$ cat config.mk
export PLATFORM = sky130hd
export DESIGN_NAME = output_writer
export DESIGN_NICKNAME = d
export VERILOG_FILES = /design/src/rtl/output_writer.sv
export SDC_FILE = /design/constraint.sdc
export NUM_CORES = 1
export LEC_CHECK = 0
export CAP_MARGIN = 20
export CORE_AREA = 2 2 109 111
export CTS_BUF_LIST = sky130_fd_sc_hd__clkbuf_4 sky130_fd_sc_hd__clkbuf_8
export DETAILED_ROUTE_END_ITERATION = 12
export DIE_AREA = 0 0 111 113
export PLACE_DENSITY = 0.76
export SLEW_MARGIN = 25
export SYNTH_ARGS = -nofsm -noshare
export SYNTH_HDL_FRONTEND = slang
export SYNTH_SLANG_ARGS = --single-unit
$ cat constraint.sdc
create_clock -name clk -period 2.2 [get_ports clk]
set_clock_uncertainty 0.1 [all_clocks]
set_input_delay 0.44 -clock clk [delete_from_list [all_inputs] [get_ports clk]]
set_output_delay 0.44 -clock clk [all_outputs]
set_load 0.005 [all_outputs]
$ cat src/rtl/output_writer.sv
// output_writer: buffers result words in a 2-entry FIFO and streams each frame of r words
// into the output_ram write port at addresses 0..r-1, with hold freezing the port losslessly.
module output_writer #(
   parameter int r  = 8,
   parameter int n  = 32,
   parameter int aw = 5
) (
   input  logic          clk,
   input  logic          rst,
   input  logic          start,
   input  logic          in_valid,
   input  logic [n-1:0]  in_data,
   output logic          in_ready,
   input  logic          hold,
   output logic          we,
   output logic [aw-1:0] i,
   output logic [n-1:0]  pi,
   output logic          busy,
   output logic          done
);
   localparam int cw = $clog2(r + 1);
   typedef enum logic [1:0] {IDLE, RUN, DONE} state_t;
   state_t state_q, state_d;
   logic [n-1:0] fifo_q [2];
   logic [n-1:0] fifo_d [2];
   logic [1:0] fifo_cnt_q, fifo_cnt_d;
   logic [cw-1:0] acc_cnt_q, acc_cnt_d, wr_cnt_q, wr_cnt_d;
   logic we_q, we_d;
   logic [aw-1:0] i_q, i_d;
   logic [n-1:0] pi_q, pi_d;
   logic push, pop, last_pop, clear, wslot;
   assign push     = in_valid && in_ready;
   assign pop      = state_q == RUN && fifo_cnt_q != 2'd0 && !hold;
   assign last_pop = pop && wr_cnt_q == cw'(r - 1);
   assign clear    = state_q == IDLE && start;
   // slot 0 is always the head; a push lands behind whatever survives this cycle's pop
   assign wslot    = fifo_cnt_q[0] && !pop;
   always_ff @(posedge clk or negedge rst) begin
      if (!rst) state_q <= IDLE;
      else state_q <= state_d;
   end
   always_comb begin
      state_d = (state_q == IDLE && start)    ? RUN  :
                (state_q == RUN  && last_pop) ? DONE :
                (state_q == DONE)             ? IDLE : state_q;
   end
   always_comb begin
      in_ready = state_q == RUN && fifo_cnt_q < 2'd2 && acc_cnt_q < cw'(r);
      busy     = state_q == RUN;
      done     = state_q == DONE;
   end
   always_comb begin
      fifo_d = fifo_q;
      if (pop) fifo_d[0] = fifo_q[1];
      if (push) fifo_d[wslot] = in_data;
      fifo_cnt_d = clear ? 2'd0 : fifo_cnt_q + 2'(push) - 2'(pop);
      acc_cnt_d  = clear ? '0 : acc_cnt_q + cw'(push);
      wr_cnt_d   = clear ? '0 : wr_cnt_q + cw'(pop);
      we_d       = pop;
      i_d        = pop ? aw'(wr_cnt_q) : i_q;
      pi_d       = pop ? fifo_q[0] : pi_q;
   end
   always_ff @(posedge clk or negedge rst) begin
      if (!rst) begin
         fifo_q     <= '{default: '0};
         fifo_cnt_q <= '0;
         acc_cnt_q  <= '0;
         wr_cnt_q   <= '0;
         we_q       <= 1'b0;
         i_q        <= '0;
         pi_q       <= '0;
      end else begin
         fifo_q     <= fifo_d;
         fifo_cnt_q <= fifo_cnt_d;
         acc_cnt_q  <= acc_cnt_d;
         wr_cnt_q   <= wr_cnt_d;
         we_q       <= we_d;
         i_q        <= i_d;
         pi_q       <= pi_d;
      end
   end
   assign we = we_q;
   assign i  = i_q;
   assign pi = pi_q;
endmodule

-- Yosys cells after proc, flatten, opt, wreduce, memory -nomap -nowiden
Index checks and enable logic that the tools add are counted.
- bits in registers: 113
- logic and storage cells: 47
- add/subtract/negate cells: 4
- order comparisons: 4
- equal/unequal tests: 3
- multiplexer cells: 11
- bitwise gates (word level): 1
- reduce and logical (&&, ||, !) cells: 15
- operators with widths (kind ; count):
    $bwmux W64 ; 1
    $mux W32 ; 2
    $mux W64 ; 1
    $demux W32 S1 ; 1
    $logic_and A1 B1 Y1 ; 10
    $add A4 B1 Y4 ; 2
    $mux W2 ; 4
    $mux W4 ; 2
    $eq A4 B3 Y1 const B ; 1
    $lt A4 B4 Y1 const B ; 1
    $reduce_bool A3 Y1 ; 1
    $add A2 B1 Y2 ; 1
    $eq A2 B1 Y1 const B ; 1
    $eq A2 B2 Y1 const B ; 1
    $ge A2 B2 Y1 const B ; 1
    $logic_not A1 Y1 ; 2
    $logic_not A2 Y1 ; 1
    $lt A2 B1 Y1 const B ; 1
    $lt A2 B2 Y1 const B ; 1
    $not A1 Y2 ; 1
    $reduce_bool A2 Y1 ; 1
    $sub A2 B1 Y2 ; 1

-- Logic depth before layout (Yosys ltp)
- depth after elaboration: 12
- gate-level depth with buffers: 11
- mapped depth without buffers: 10

-- Least setup slack after synthesis
OpenSTA, ideal clock, no wires.
- path kind: reg2reg
- start: register state_q[1]
- end: register fifo_cnt_q[1]
- library setup time: 0.086 ns
- arrival: 2.186 ns
- path slack: -0.173 ns
- cell stages (with the launch flop): 12
- path buffers: 1
- clock period less this slack: 2.373 ns
- cells stage by stage: dfrtp_1 or4b_1 buf_2 inv_2 and2_1 inv_1 ha_1 inv_1 ha_1 xor2_1 and2_1 nor3_1
- word-level cells in the longest chain between the ends: 7
- elaborated cells between the ends (all ways): 11
- those cells by class: add/sub (2); eq/ne (1); mux (1); reduce/logical (7)
- ends and longest elaborated chain (element ; RTL line ; text):
    start: declaration ; 23 ; state_t state_q, state_d;
    start signal: assignment ; 40 ; else state_q <= state_d;
    $eq A2 B1 Y1 ; 48 ; in_ready = state_q == RUN && fifo_cnt_q < 2'd2 && acc_cnt_q < cw'(r);
    $logic_and A1 B1 Y1 (2 in a row) ; 48 ;
    via in_ready ; 13 ; output logic in_ready,
    $logic_and A1 B1 Y1 ; 32 ; assign push = in_valid && in_ready;
    $add A2 B1 Y2 ; 56 ; fifo_cnt_d = clear ? 2'd0 : fifo_cnt_q + 2'(push) - 2'(pop);
    $sub A2 B1 Y2 ; 56 ;
    $mux W2 ; 56 ;
    via fifo_cnt_d[1] ; 26 ; logic [1:0] fifo_cnt_q, fifo_cnt_d;
    end signal: assignment ; 74 ; fifo_cnt_q <= fifo_cnt_d;
    end: declaration ; 26 ;
The timed path passes the listed nets, and every way through them passes these cells.
A chain may end at the register's enable or synchronous reset.

-- Worst setup path after layout
- start: register fifo_cnt_q[1]
- end: register fifo_cnt_q[1]
- word-level cells in the longest chain between the ends: 7
- elaborated cells between the ends (all ways): 10
- those cells by class: add/sub (2); order compare (1); mux (1); reduce/logical (6)
- ends and longest elaborated chain (element ; RTL line):
    $lt A2 B2 Y1 ; 48
    $logic_and A1 B1 Y1 (2 in a row) ; 48
    $logic_and A1 B1 Y1 ; 32
    $add A2 B1 Y2 ; 56
    $sub A2 B1 Y2 * ; 56
    $mux W2 * ; 56
    via fifo_cnt_d[1] ; 26
The timed path passes the listed nets; every way through them passes the cells marked *.

==> qor.txt <==
Finished Cell Area = 6450 um2
PortBufs = 76
Post-DP HPWL = 6.86 mm
Total grt overflow = 0
Clk sinks = 113
DRC Markers = 0
H-tree lvl count = 4
Skew-Pair Late Insertion Delay = 0.42 ns
Delay-heaviest family, CP = simple AND/OR/NAND/NOR gates
Layout area overhead = 29.8%
Seq cells post-synth = 113
Pre-CTS setup slack = -0.206 ns
Slowest-stage cell, CP = or4b_4
DR pass1 iterations = 4
Nets@finish = 517
Root Driver = clkbuf_8
Layout cells sized above 1 = 28.5%
Tmin final = 2.24 ns
Vias in the first global route = 3760
Total GRT Usage = 19.0%
Total Die Area = 12500 um2
Mean Syn Cell Area = 12.8 um2
Largest net degree at the start of global routing = 114
Rows = 39
Fin Hold WS = -0.0137 ns
Initial antenna violation count = 1
Status = complete, but fails checks
Crit end category = register
Total wire length = 11.3 mm
Crit start category = register
Crit share post-route = 102%
Routability cong. = 0.771
Commonest non-fill, non-tap cells in the layout = dfrtp_1 (113), clkdlybuf4s50_1 (74), mux2_2 (38)
Number of setup violations in the final report = 1
Register-to-Register Path Depth = 10
P_leak = 2.78 nW
Worst path cell trace = or4b_4 -> inv_4 -> and2_4 -> inv_4 -> ha_4 -> inv_2 -> ha_4 -> xor2_2 -> and2_4 -> nor3_2
Total CTS buffers = 17
CTS tree = yes
First-pass GRT wire length = 19.0 mm
Post-Synthesis Cell Area = 4970 um2
Final Hold Viols = 7
Die width = 111 um
EDFF count, synth = 0
Slew headroom = 53.8%
Req. time, crit path = 2.44 ns
Synthesized Nets = 432
Total power per unit cell area = 1500 nW/um2
CP bufs+invs = 3
Crit Path Max Fanout = 2
Wire length per cell = 18.0 um
Core area = 11300 um2
Die Span Y = 113 um
DRT antenna net count = 0
Antenna cells = 0
Max cap viols = 0
Register area share after synthesis = 56.9%
Fmax = 446 MHz
Via/cell ratio = 5.57
Worst-path clk slew = 0.07 ns
Distinct cells, synth = 33
Setup tns final = -0.0424 ns
HP Class = in2async
Initial Utilization = 44.1%
Layout Utilization = 57.2%
VDD IR-drop max = 0.000682 V
Clock tree buffer depth = 2
Yosys warns = 0
Violated checks = negative hold slack, negative setup slack
Arrival time worst endpoint = 2.48 ns
Worst R2R Start = fifo_cnt_q[1]
Slowest cell delay on critical path = 0.56 ns
Initial DRC Count = 158
RSZ-0062 raised after global routing = yes
Setup ws final = -0.0424 ns
Total power draw = 9.71 mW
Placed cell count = 597
Crit path kind = reg2reg
Asr flop ratio synth = 100%
Slew @ Worst Pin = 0.692 ns
Main flop type after synthesis = dfrtp_1
Fillcell total = 957
Final Non-Filler Cells = 630
Hold_buf cts = 0
Most common cell after layout, fill and taps aside = dfrtp_1
R2R Setup Slk = -0.04 ns
Placed Area = 6020 um2
Vias post-DR = 3512
Total I/O pin count = 78
Syn Inst Count = 389
R2r endpoint = fifo_cnt_q[1]
Final Max Slew Viols = 0
[worst max path at each step]
stage / endpoint / from / depth (start not counted)
after detailed placement: fifo_cnt_q[1] / hold / 10
after CTS: fifo_cnt_q[1] / state_q[1] / 10
after floorplan: fifo_cnt_q[1] / fifo_cnt_q[1] / 11
after global placement: fifo_cnt_q[1] / hold / 10
after global routing: fifo_cnt_q[1] / fifo_cnt_q[1] / 10
final: fifo_cnt_q[1] / fifo_cnt_q[1] / 10
[kinds of logic after synthesis]
| family | count (synthesis) | synth area share, % |
|---|---|---|
| adders and majority gates | 6 | 1.51 |
| xor gates and xnor gates | 5 | 0.881 |
| other | 1 | 0.0754 |
| AOI/OAI and AO/OA | 68 | 7.85 |
| muxes | 68 | 17.7 |
| DFF | 113 | 56.9 |
| buffers and inverters | 38 | 3.57 |
| and+or+nand+nor | 90 | 11.6 |
[where the power goes]
part	total (mW)	internal, mW	switching (mW)
sequential	3.72	3.13	0.591
clock	1.84	0.966	0.874
combinational	4.14	2.40	1.74
total	9.71	6.50	3.21
[layer usage]
layer | up-vias | share of wire, % | global-route usage [%]
met5 | - | 0.11 | 0
met4 | 2 | 2.2 | 9.08
met3 | 27 | 4.4 | 4.12
met2 | 116 | 48 | 30.0
met1 | 1797 | 46 | 25.2
li1 | 1570 | - | -
[cell usage after synthesis (2+ instances only)]
library cell	number	area, um2
nor2_1	7	26.3
a31oi_1	32	200
mux2_2	38	428
nor3_1	33	165
clkbuf_1	22	82.6
xnor2_1	2	17.5
buf_2	7	35.0
nand3_1	2	10.0
inv_1	4	15.0
dfrtp_1	113	2830
xor2_1	3	26.3
ha_1	6	75.1
and2_1	2	12.5
mux2_4	30	450
nand3b_1	32	240
nor2b_1	6	37.5
o21ai_0	32	160
buf_6	3	33.8
[area by class of cell]
class / instances / area [um2] / area share (%)
tap: 143 / 179 / 2.77
clock inverter: 12 / 109 / 1.69
sequential: 113 / 2830 / 43.8
timing repair buffer: 99 / 1010 / 15.6
clock buffer: 20 / 269 / 4.17
inverter: 5 / 23.8 / 0.368
multi-input combinational: 238 / 2040 / 31.6
[repair_timing]
| action | 4_1_cts | 5_1_grt |
|---|---|---|
| gates resized for setup | 11 | 3 |
| buffers inserted | 0 | 1 |
| pin swaps | 5 | 4 |
| endpoints found under the setup margin | 2 | 2 |
No activity file was read; power rests on OpenSTA's default activity.
